**config.mk**
```make
export PLATFORM = sky130hd
export DESIGN_NAME = dst_stream_out
export DESIGN_NICKNAME = d
export VERILOG_FILES = /design/src/rtl/batch_pkg.sv /design/src/rtl/stream_fifo.sv /design/src/rtl/dst_stream_out.sv
export SDC_FILE = /design/constraint.sdc
export NUM_CORES = 1
export LEC_CHECK = 0
export BUFFER_PORTS_ARGS = -buffer_cell sky130_fd_sc_hd__buf_2
export CAP_MARGIN = 40
export CORE_MARGIN = 5
export CORE_UTILIZATION = 45
export CTS_CLUSTER_SIZE = 40
export DETAILED_ROUTE_END_ITERATION = 12
export PLACE_DENSITY = 0.7
export SETUP_SLACK_MARGIN = 0.05
export SYNTH_ARGS = -nofsm -noshare
export SYNTH_HDL_FRONTEND = slang
export SYNTH_HIERARCHICAL = 1
export SYNTH_SLANG_ARGS = --single-unit
```
**constraint.sdc**
```tcl
create_clock -name clk -period 3.04 [get_ports clk]
set_input_delay 0.456 -clock clk [delete_from_list [all_inputs] [get_ports clk]]
set_output_delay 0.456 -clock clk [all_outputs]
set_load 0.005 [all_outputs]
```
**src/rtl/batch_pkg.sv**
```systemverilog
// Shared definitions for the batch datapath: default widths, the output beat
// record and the shift/ReLU/saturate arithmetic applied to accumulator words.
package batch_pkg;

    localparam int DW_DEF   = 32;
    localparam int OW_DEF   = 16;
    localparam int PACK_DEF = 2;

    typedef struct packed {
        logic [OW_DEF*PACK_DEF-1:0] data;
        logic                       last;
    } beat_t;

    // Operand arrives sign-extended to 64 bits so one routine serves any DW up to 64.
    function automatic logic signed [63:0] sat_shift(
        input logic signed [63:0] x,
        input logic [4:0]         sh,
        input logic               relu_en,
        input int                 ow
    );
        logic signed [63:0] y;
        logic signed [63:0] hi;
        logic signed [63:0] lo;
        logic signed [63:0] r;
        y = x >>> sh;
        if (relu_en && (y < 64'sd0)) begin
            y = 64'sd0;
        end else begin
            y = y;
        end
        hi = (64'sd1 <<< (ow - 1)) - 64'sd1;
        lo = -(64'sd1 <<< (ow - 1));
        if (y > hi) begin
            r = hi;
        end else if (y < lo) begin
            r = lo;
        end else begin
            r = y;
        end
        return r;
    endfunction

endpackage

```
**src/rtl/stream_fifo.sv**
```systemverilog
// Synchronous FIFO with first-word-fall-through head and occupancy count.
// The head reads as zero while empty so downstream sees clean idle data.
module stream_fifo #(
    parameter int W     = 33,
    parameter int DEPTH = 4,
    localparam int AW   = (DEPTH > 1) ? $clog2(DEPTH) : 1,
    localparam int CW   = $clog2(DEPTH + 1)
) (
    input  logic          clk,
    input  logic          reset,
    input  logic          clear,
    input  logic          push,
    input  logic [W-1:0]  push_data,
    input  logic          pop,
    output logic [W-1:0]  head,
    output logic [CW-1:0] count
);

    logic [W-1:0]  mem_r [DEPTH];
    logic [AW-1:0] wr_ptr_r;
    logic [AW-1:0] rd_ptr_r;
    logic [CW-1:0] count_r;

    // Storage array write port
    always_ff @(posedge clk) begin
        if (push) begin
            mem_r[wr_ptr_r] <= push_data;
        end
    end

    // Pointer and occupancy bookkeeping
    always_ff @(posedge clk) begin
        if (reset || clear) begin
            wr_ptr_r <= {AW{1'b0}};
            rd_ptr_r <= {AW{1'b0}};
            count_r  <= {CW{1'b0}};
        end else begin
            if (push) begin
                wr_ptr_r <= (wr_ptr_r == AW'(DEPTH - 1)) ? {AW{1'b0}} : wr_ptr_r + AW'(1);
            end
            if (pop) begin
                rd_ptr_r <= (rd_ptr_r == AW'(DEPTH - 1)) ? {AW{1'b0}} : rd_ptr_r + AW'(1);
            end
            case ({push, pop})
                2'b10:   count_r <= count_r + CW'(1);
                2'b01:   count_r <= count_r - CW'(1);
                default: count_r <= count_r;
            endcase
        end
    end

    assign head  = (count_r != {CW{1'b0}}) ? mem_r[rd_ptr_r] : {W{1'b0}};
    assign count = count_r;

endmodule

```
**src/rtl/dst_stream_out.sv**
```systemverilog
// Drains accumulator words from the dst buffer, rescales each to OW bits and
// packs PACK of them per AXI4-Stream beat, marking the frame's final beat.
module dst_stream_out
    import batch_pkg::*;
#(
    parameter int DW    = DW_DEF,
    parameter int OW    = OW_DEF,
    parameter int PACK  = PACK_DEF,
    parameter int DEPTH = 4
) (
    input  logic               clk,
    input  logic               reset,
    input  logic               run,
    input  logic               relu,
    input  logic [4:0]         shift,
    input  logic [9:0]         frame_len,
    input  logic               dst_valid,
    input  logic [DW-1:0]      dst_data,
    output logic               dst_ready,
    output logic               m_tvalid,
    output logic [OW*PACK-1:0] m_tdata,
    output logic               m_tlast,
    input  logic               m_tready,
    output logic               frame_done,
    output logic               busy
);

    localparam int BW  = OW * PACK;
    localparam int LIW = (PACK > 1) ? $clog2(PACK) : 1;
    localparam int CW  = $clog2(DEPTH + 1);

    logic                 accept_s;
    logic signed [63:0]   sat_full_s;
    logic [OW-1:0]        sat_s;
    logic [OW-1:0]        s1_r;
    logic                 s1_v_r;
    logic                 s1_last_r;
    logic [9:0]           wc_r;
    logic [LIW-1:0]       li_r;
    logic [BW-1:0]        lanes_r;
    logic [BW-1:0]        merged_s;
    logic                 push_s;
    logic                 pop_s;
    logic [BW:0]          head_s;
    logic [CW-1:0]        fifo_cnt_s;
    logic                 room_s;
    logic                 frame_done_r;

    // Rescale the incoming word and measure space left for in-flight words
    always_comb begin
        sat_full_s = sat_shift(64'(signed'(dst_data)), shift, relu, OW);
        sat_s      = sat_full_s[OW-1:0];
        room_s     = (int'(fifo_cnt_s) + int'(s1_v_r)) <= (DEPTH - 2);
    end

    assign dst_ready = run & room_s;
    assign accept_s  = dst_valid & dst_ready;

    // Stage 1: registered rescaled word, end-of-frame flag and word counter
    always_ff @(posedge clk) begin
        if (reset || !run) begin
            s1_r      <= {OW{1'b0}};
            s1_v_r    <= 1'b0;
            s1_last_r <= 1'b0;
            wc_r      <= 10'd0;
        end else begin
            s1_v_r <= accept_s;
            if (accept_s) begin
                s1_r      <= sat_s;
                s1_last_r <= (wc_r == frame_len);
                wc_r      <= (wc_r == frame_len) ? 10'd0 : wc_r + 10'd1;
            end
        end
    end

    // Current word merged into the partially built beat
    always_comb begin
        merged_s               = lanes_r;
        merged_s[OW*li_r +: OW] = s1_r;
        push_s                 = s1_v_r & ((li_r == LIW'(PACK - 1)) | s1_last_r);
    end

    // Stage 2: lane packer; a beat closes on a full lane set or the frame's last word
    always_ff @(posedge clk) begin
        if (reset || !run) begin
            li_r    <= {LIW{1'b0}};
            lanes_r <= {BW{1'b0}};
        end else if (s1_v_r) begin
            if (push_s) begin
                li_r    <= {LIW{1'b0}};
                lanes_r <= {BW{1'b0}};
            end else begin
                li_r    <= li_r + LIW'(1);
                lanes_r <= merged_s;
            end
        end else begin
            li_r    <= li_r;
            lanes_r <= lanes_r;
        end
    end

    assign pop_s = m_tvalid & m_tready;

    stream_fifo #(
        .W     (BW + 1),
        .DEPTH (DEPTH)
    ) u_fifo (
        .clk       (clk),
        .reset     (reset),
        .clear     (!run),
        .push      (push_s),
        .push_data ({merged_s, s1_last_r}),
        .pop       (pop_s),
        .head      (head_s),
        .count     (fifo_cnt_s)
    );

    // Frame completion pulse, one cycle after the tlast handshake
    always_ff @(posedge clk) begin
        if (reset || !run) begin
            frame_done_r <= 1'b0;
        end else begin
            frame_done_r <= pop_s & m_tlast;
        end
    end

    assign m_tvalid   = (fifo_cnt_s != {CW{1'b0}});
    assign m_tdata    = head_s[BW:1];
    assign m_tlast    = head_s[0];
    assign frame_done = frame_done_r;
    assign busy       = (wc_r != 10'd0) | (li_r != {LIW{1'b0}}) | s1_v_r | (fifo_cnt_s != {CW{1'b0}});

endmodule
```
==> results.yml, run 1 <==
detailed_routing:
  antenna_left: 0
  drc: 0
  dr.pass1.iters: 5
  drt_iter0_markers: 458
  detail_route.vias_per_cell: 5.68
  routed_wl_um: 21500
  avgRoutedWirePerCell_um: 17.9
  num_vias: 6812
synth:
  syn-cell-area_um2: 10400
  syn_nets: 863
  yosys_warnings: 6
  syn_area_per_cell_um2: 13.0
  netlist-cell-type-count: 74
  ys_seq_area_frac: 0.519
  synth_enable_flop_cells: 132
  synth_seq_cells: 203
  syn_inst: 799
  synth-async-reset-ratio: 0
  synthFlopType: "edfxtp_1"
worst_setup_path:
  worstPathCellList: "buf_2, buf_12, mux4_2, a222oi_1, buf_4, nor2_1, a22oi_1, nor4_2, buf_4, o221ai_1, a21oi_2"
  r2r_start: "u_fifo/count[0]"
  r2r_slack_ps: 690
  start_kind: "input pin"
  crit_type: "input pin to flip-flop"
  cp_max_fo: 28
  rr_endpoint: "wc_r[9]"
  path_delay_family: "compound AO/OA/AOI/OAI gates"
  max_stage_delay_ps: 560
  critPathBufInv: 4
  cp-end-kind: "flip-flop"
  crit_path_frequent_cell: "buf_4"
  rr_worst_depth: 10
  cp.required_ps: 3400
  arrival_ps: 3030
  cp_slowest_cell: "a222oi_1"
layout:
  final_area_um2: 11900
  fillers: 1873
  final_core_util: 0.524
  nets: 964
  n_antenna_cell: 0
  drive_above_1_share: 0.307
  syn_to_final_growth_pct: 14.4
  instances_no_fill: 1199
clocking:
  cts_sinks: 203
  postCtsSetupBuffers: 0
  clk_latency_ps: 480
  cts_resized: 0
  clk_pin_slew_ps: 60
  cts_buffers: 20
  cts_tree: "yes"
  root_buffer: "clkbuf_16"
  cts_hold_buf: 0
  htree_levels: 1
  clock_path_buffers: 3
hold_path:
  whs_path_depth: 3
  hp-class: "input pin to flip-flop"
  hold_start: "reset"
  holdPathEnd: "u_fifo/count[2]"
die:
  die_area_um2: 26200
  die_h_um: 162
  fp-row-count: 55
  core_area_um2: 22600
  start_util: 0.458
  io_pins: 90
  die-width_um: 162
placed_design:
  dp_hpwl_um: 15200
  placed_area_um2: 11200
  place_inst: 1163
  gp_congestion: 0.869
  io_buffers: 89
timing:
  fin_skew_ps: 15.7
  worst_slew_pin_slew_ps: 654
  hold_viol: 0
  period_minus_slack_ps: 2670
  setup_viol: 0
  rsz0062_at_grt: "no"
  slew_headroom: 0.553
  tns_ps: 0
  finalCritPeriodShare: 0.877
  slew_violations: 0
  fmax_mhz: 375
  fin_hold_ws_ps: 363
global_route:
  grt.total_usage: 0.163
  overflow: 0
  grt_pass1_wl_um: 35000
  grt_max_degree: 36
  grt_pass1_vias: 6833
  antenna_found_initial: 0
status:
  outcome: "complete, no violations"
pwr:
  p_per_area_nw_per_um2: 485
  leakagePower_nw: 4.29
  ir_drop_v: 0.000330
flow_run:
  maxCapViolCount: 0
## cells in the final DEF, fill, tap and decap left out, types with 20 or more instances in the layout
cell type  Yosys  routed
a21oi_1       22      22
and2_1        32      32
buf_2         12      89
buf_4          3      39
clkbuf_16      0      20
dfxtp_1       71      70
edfxtp_1     132     132
mux2_2        45      45
mux4_2        50      50
nand2_1       42      42
nor2_1        67      67
nor2b_1       24      24
o21ai_0       34      34
## report_power, final
part	internal, mW	switching, mW	total, mW
Combinational	0.243	0.287	0.531
Sequential	2.92	0.0112	2.93
Clock	1.34	0.947	2.29
Total	4.51	1.25	5.75
## cell usage after synthesis (11+ instances only)
cell | count | area, µm²
a21oi_1 | 22 | 110
a21oi_2 | 11 | 96.3
a22oi_1 | 17 | 128
and2_1 | 32 | 200
and2b_1 | 13 | 97.6
buf_2 | 12 | 60.1
clkbuf_1 | 22 | 82.6
dfxtp_1 | 71 | 1420
edfxtp_1 | 132 | 3960
inv_1 | 15 | 56.3
mux2_2 | 45 | 507
mux2i_1 | 18 | 180
mux4_1 | 11 | 289
mux4_2 | 50 | 1130
nand2_1 | 42 | 158
nor2_1 | 67 | 251
nor2b_1 | 24 | 150
o21ai_0 | 34 | 170
xor2_1 | 11 | 96.3
## worst reg2reg max path: stages, from the launching register on
cell     delay [ps]
dfxtp_1         410
ha_1            200
ha_1            150
and2_1          120
a21oi_1          90
nor3b_2         190
buf_4           300
nand4_1         230
or3_1           370
xor2_1          130
nor2_1           50
## worst max-delay path by stage
stage               startpoint  endpoint  cells after the start
finish                shift[1]  s1_r[12]                     11
global route          shift[1]  s1_r[12]                     11
CTS                   shift[1]  s1_r[12]                     11
detailed placement    shift[1]  s1_r[12]                     11
global placement      shift[1]  s1_r[12]                      8
floorplan             shift[1]   s1_r[3]                      9
## registers in the layout (all words and copies together), names as in the netlist, named ones only
name / cells
frame_done: 1
wc_r: 10
u_fifo/wr_ptr_r: 2
u_fifo/rd_ptr_r: 2
lanes_r: 32
s1_r: 16
s1_v_r: 1
u_fifo/count: 3
s1_last_r: 1
u_fifo/mem_r: 132
li_r: 1
## metal layers
layer | vias to the layer above | track usage | wire length [µm]
li1 | 3237 | - | -
met1 | 3377 | 0.225 | 9770
met2 | 174 | 0.278 | 10500
met3 | 24 | 0.0183 | 876
met4 | 0 | 0.0377 | 321
met5 | - | 0 | 0
## layout make-up
cell class,instances,area [µm²],share of cell area
clock buffer,31,592,0.0499
timing repair buffer,133,838,0.0706
clock inverter,5,36.3,0.00306
multi-input combinational,524,4590,0.387
tap,285,357,0.0300
inverter,18,67.6,0.00569
sequential,203,5390,0.454
## stage by stage
| stage | total power, mW | worst slack (ps) |
|---|---|---|
| after floorplan | 3.34 | 428 |
| after global placement | 3.51 | -166 |
| after detailed placement | 3.52 | -105 |
| after CTS | 5.80 | 395 |
| after global routing | 5.97 | 216 |
| final | 5.75 | 373 |
## cells by family (layout without fill, tap and decap cells)
| logic type | after synthesis | count (layout) | share of synthesized area |
|---|---|---|---|
| and+or+nand+nor | 234 | 234 | 0.120 |
| DFF | 203 | 203 | 0.519 |
| AOI/OAI and AO/OA | 134 | 134 | 0.0867 |
| muxes | 128 | 128 | 0.207 |
| buffers and inverters | 72 | 187 | 0.0394 |
| xor gates and xnor gates | 17 | 17 | 0.0143 |
| adders and majority gates | 11 | 11 | 0.0140 |
(Power assumes the default switching activity.)
==> run 2, diff against run 1 <==
- REMOVE_ABC_BUFFERS: unset -> 1
==> run 2 against run 1 <==
  * Combinational power hardly changed
  * Total power down 0.25%
  * Via count hardly changed
  * Global-route usage increased by 0.49 points
  * First-iteration DRC count decreased by 4.6%
  * Worst setup slack lost 16 ps
  * Wire length is 2.4% higher
  * Clock skew up 7.2 ps
  * Register-to-register slack is essentially flat
  * Highest routed layer unchanged
  * Cell count is 0.25% higher
  * Critical path depth shrank 7
==> results.yml, run 2 (synthesis results as in run 1) <==
status:
  outcome: "complete, no violations"
timing:
  fin_skew_ps: 22.9
  worst_slack_ps: 357
  finalCritPeriodShare: 0.883
  fmax_mhz: 373
  period_minus_slack_ps: 2680
  slew_violations: 0
  slew_headroom: 0.577
  fin_hold_ws_ps: 334
  hold_viol: 0
  worst_slew_pin_slew_ps: 634
  setup_viol: 0
  rsz0062_at_grt: "no"
pwr:
  power_mw: 5.74
  p_per_area_nw_per_um2: 484
  leakagePower_nw: 4.30
  ir_drop_v: 0.000396
die:
  die_h_um: 162
  die_area_um2: 26200
  core_area_um2: 22600
  fp-row-count: 55
  io_pins: 90
  start_util: 0.458
  die-width_um: 162
clocking:
  postCtsSetupBuffers: 0
  cts_sinks: 203
  cts_buffers: 20
  root_buffer: "clkbuf_16"
  cts_hold_buf: 0
  clk_latency_ps: 490
  clk_pin_slew_ps: 60
  cts_resized: 0
  clock_path_buffers: 3
  cts_tree: "yes"
  htree_levels: 1
worst_setup_path:
  cp_max_fo: 22
  start_kind: "flip-flop"
  max_stage_delay_ps: 620
  critPathBufInv: 2
  worstPathCellList: "buf_12, mux4_1, and2b_1, buf_2"
  path_delay_family: "flip-flops"
  cp.required_ps: 2580
  arrival_ps: 2230
  crit_type: "flip-flop to primary output"
  cp_slowest_cell: "dfxtp_2"
  cp-end-kind: "primary output"
layout:
  regMostFlops: "u_fifo/mem_r"
  drive_above_1_share: 0.310
  nets: 967
  mostFrequentLayoutCell: "edfxtp_1"
  n_antenna_cell: 0
  largest_reg_flops: 132
  final_core_util: 0.523
  fillers: 1921
  layout_common_cells: "132 x edfxtp_1, 90 x buf_2, 70 x dfxtp_1"
  reg_top3: "u_fifo/mem_r x132, lanes_r x32, s1_r x16"
  syn_to_final_growth_pct: 14.2
detailed_routing:
  detail_route.vias_per_cell: 5.66
  antenna_left: 0
  num_vias: 6809
  routed_wl_um: 22000
  drt_iter0_markers: 437
  dr.pass1.iters: 4
  drc: 0
  avgRoutedWirePerCell_um: 18.3
placed_design:
  io_buffers: 89
  place_ws_ps: -27.3
  gp_congestion: 0.898
  dp_hpwl_um: 14900
global_route:
  grt_pass1_wl_um: 36000
  grt.total_usage: 0.167
  overflow: 0
  antenna_found_initial: 0
  grt_pass1_vias: 6801
  grt_max_degree: 36
hold_path:
  hp-class: "input pin to flip-flop"
flow_run:
  maxCapViolCount: 0
[run 2: cell types whose count changed in the layout (fill, tap and decap cells not counted), sizes merged]
| cell | previous run | this run |
|---|---|---|
| buf | 133 | 136 |
| clkbuf | 31 | 34 |
| clkinv | 6 | 4 |
| inv | 17 | 16 |
[run 2: layout make-up]
cell class,instances,area (µm²),share of cell area
timing repair buffer,136,833,0.0703
clock buffer,34,606,0.0511
inverter,18,67.6,0.00570
sequential,203,5390,0.454
tap,285,357,0.0301
multi-input combinational,524,4590,0.387
clock inverter,2,10.0,0.000845
[run 2: metal layers]
layer | part of all wire | GRT usage | vias to the layer above
li1 | - | - | 3237
met5 | 0 | 0 | -
met2 | 0.49 | 0.285 | 198
met3 | 0.049 | 0.0162 | 29
met1 | 0.44 | 0.232 | 3345
met4 | 0.019 | 0.0442 | 0
[run 2: worst paths after layout]
check / start / endpoint / slack, ps / cells after the start
min reg2reg: lanes_r[30] / lanes_r[30] / 460 / 1
min: reset / frame_done / 330 / 3
max reg2reg: u_fifo/count[0] / wc_r[9] / 680 / 10
max: flip-flop / m_tdata[31] / 360 / 4
[run 2: through the flow]
stage	TNS, ps	area (µm²)	cells
after floorplan	-5850	10000	745
after global placement	-777	11200	1165
after detailed placement	-40.5	11200	1166
after CTS	0	11900	1202
after global routing	0	11900	1202
final	0	11900	1202
[run 2: worst register-to-register path, delay by kind of cell (launching register included)]
kind | cells | cell delay (ps)
buffers and inverters | 1 | 310
and+or+nand+nor | 5 | 940
xor gates and xnor gates | 1 | 130
DFF | 1 | 420
AOI/OAI and AO/OA | 1 | 100
adders and majority gates | 2 | 360
[run 2: power by group]
part	switching [mW]	internal, mW	total (mW)	leakage (nW)
logic	0.289	0.242	0.530	2.24
registers	0.0107	2.92	2.93	1.76
clock network	0.928	1.35	2.28	0.303
total	1.23	4.51	5.74	4.30
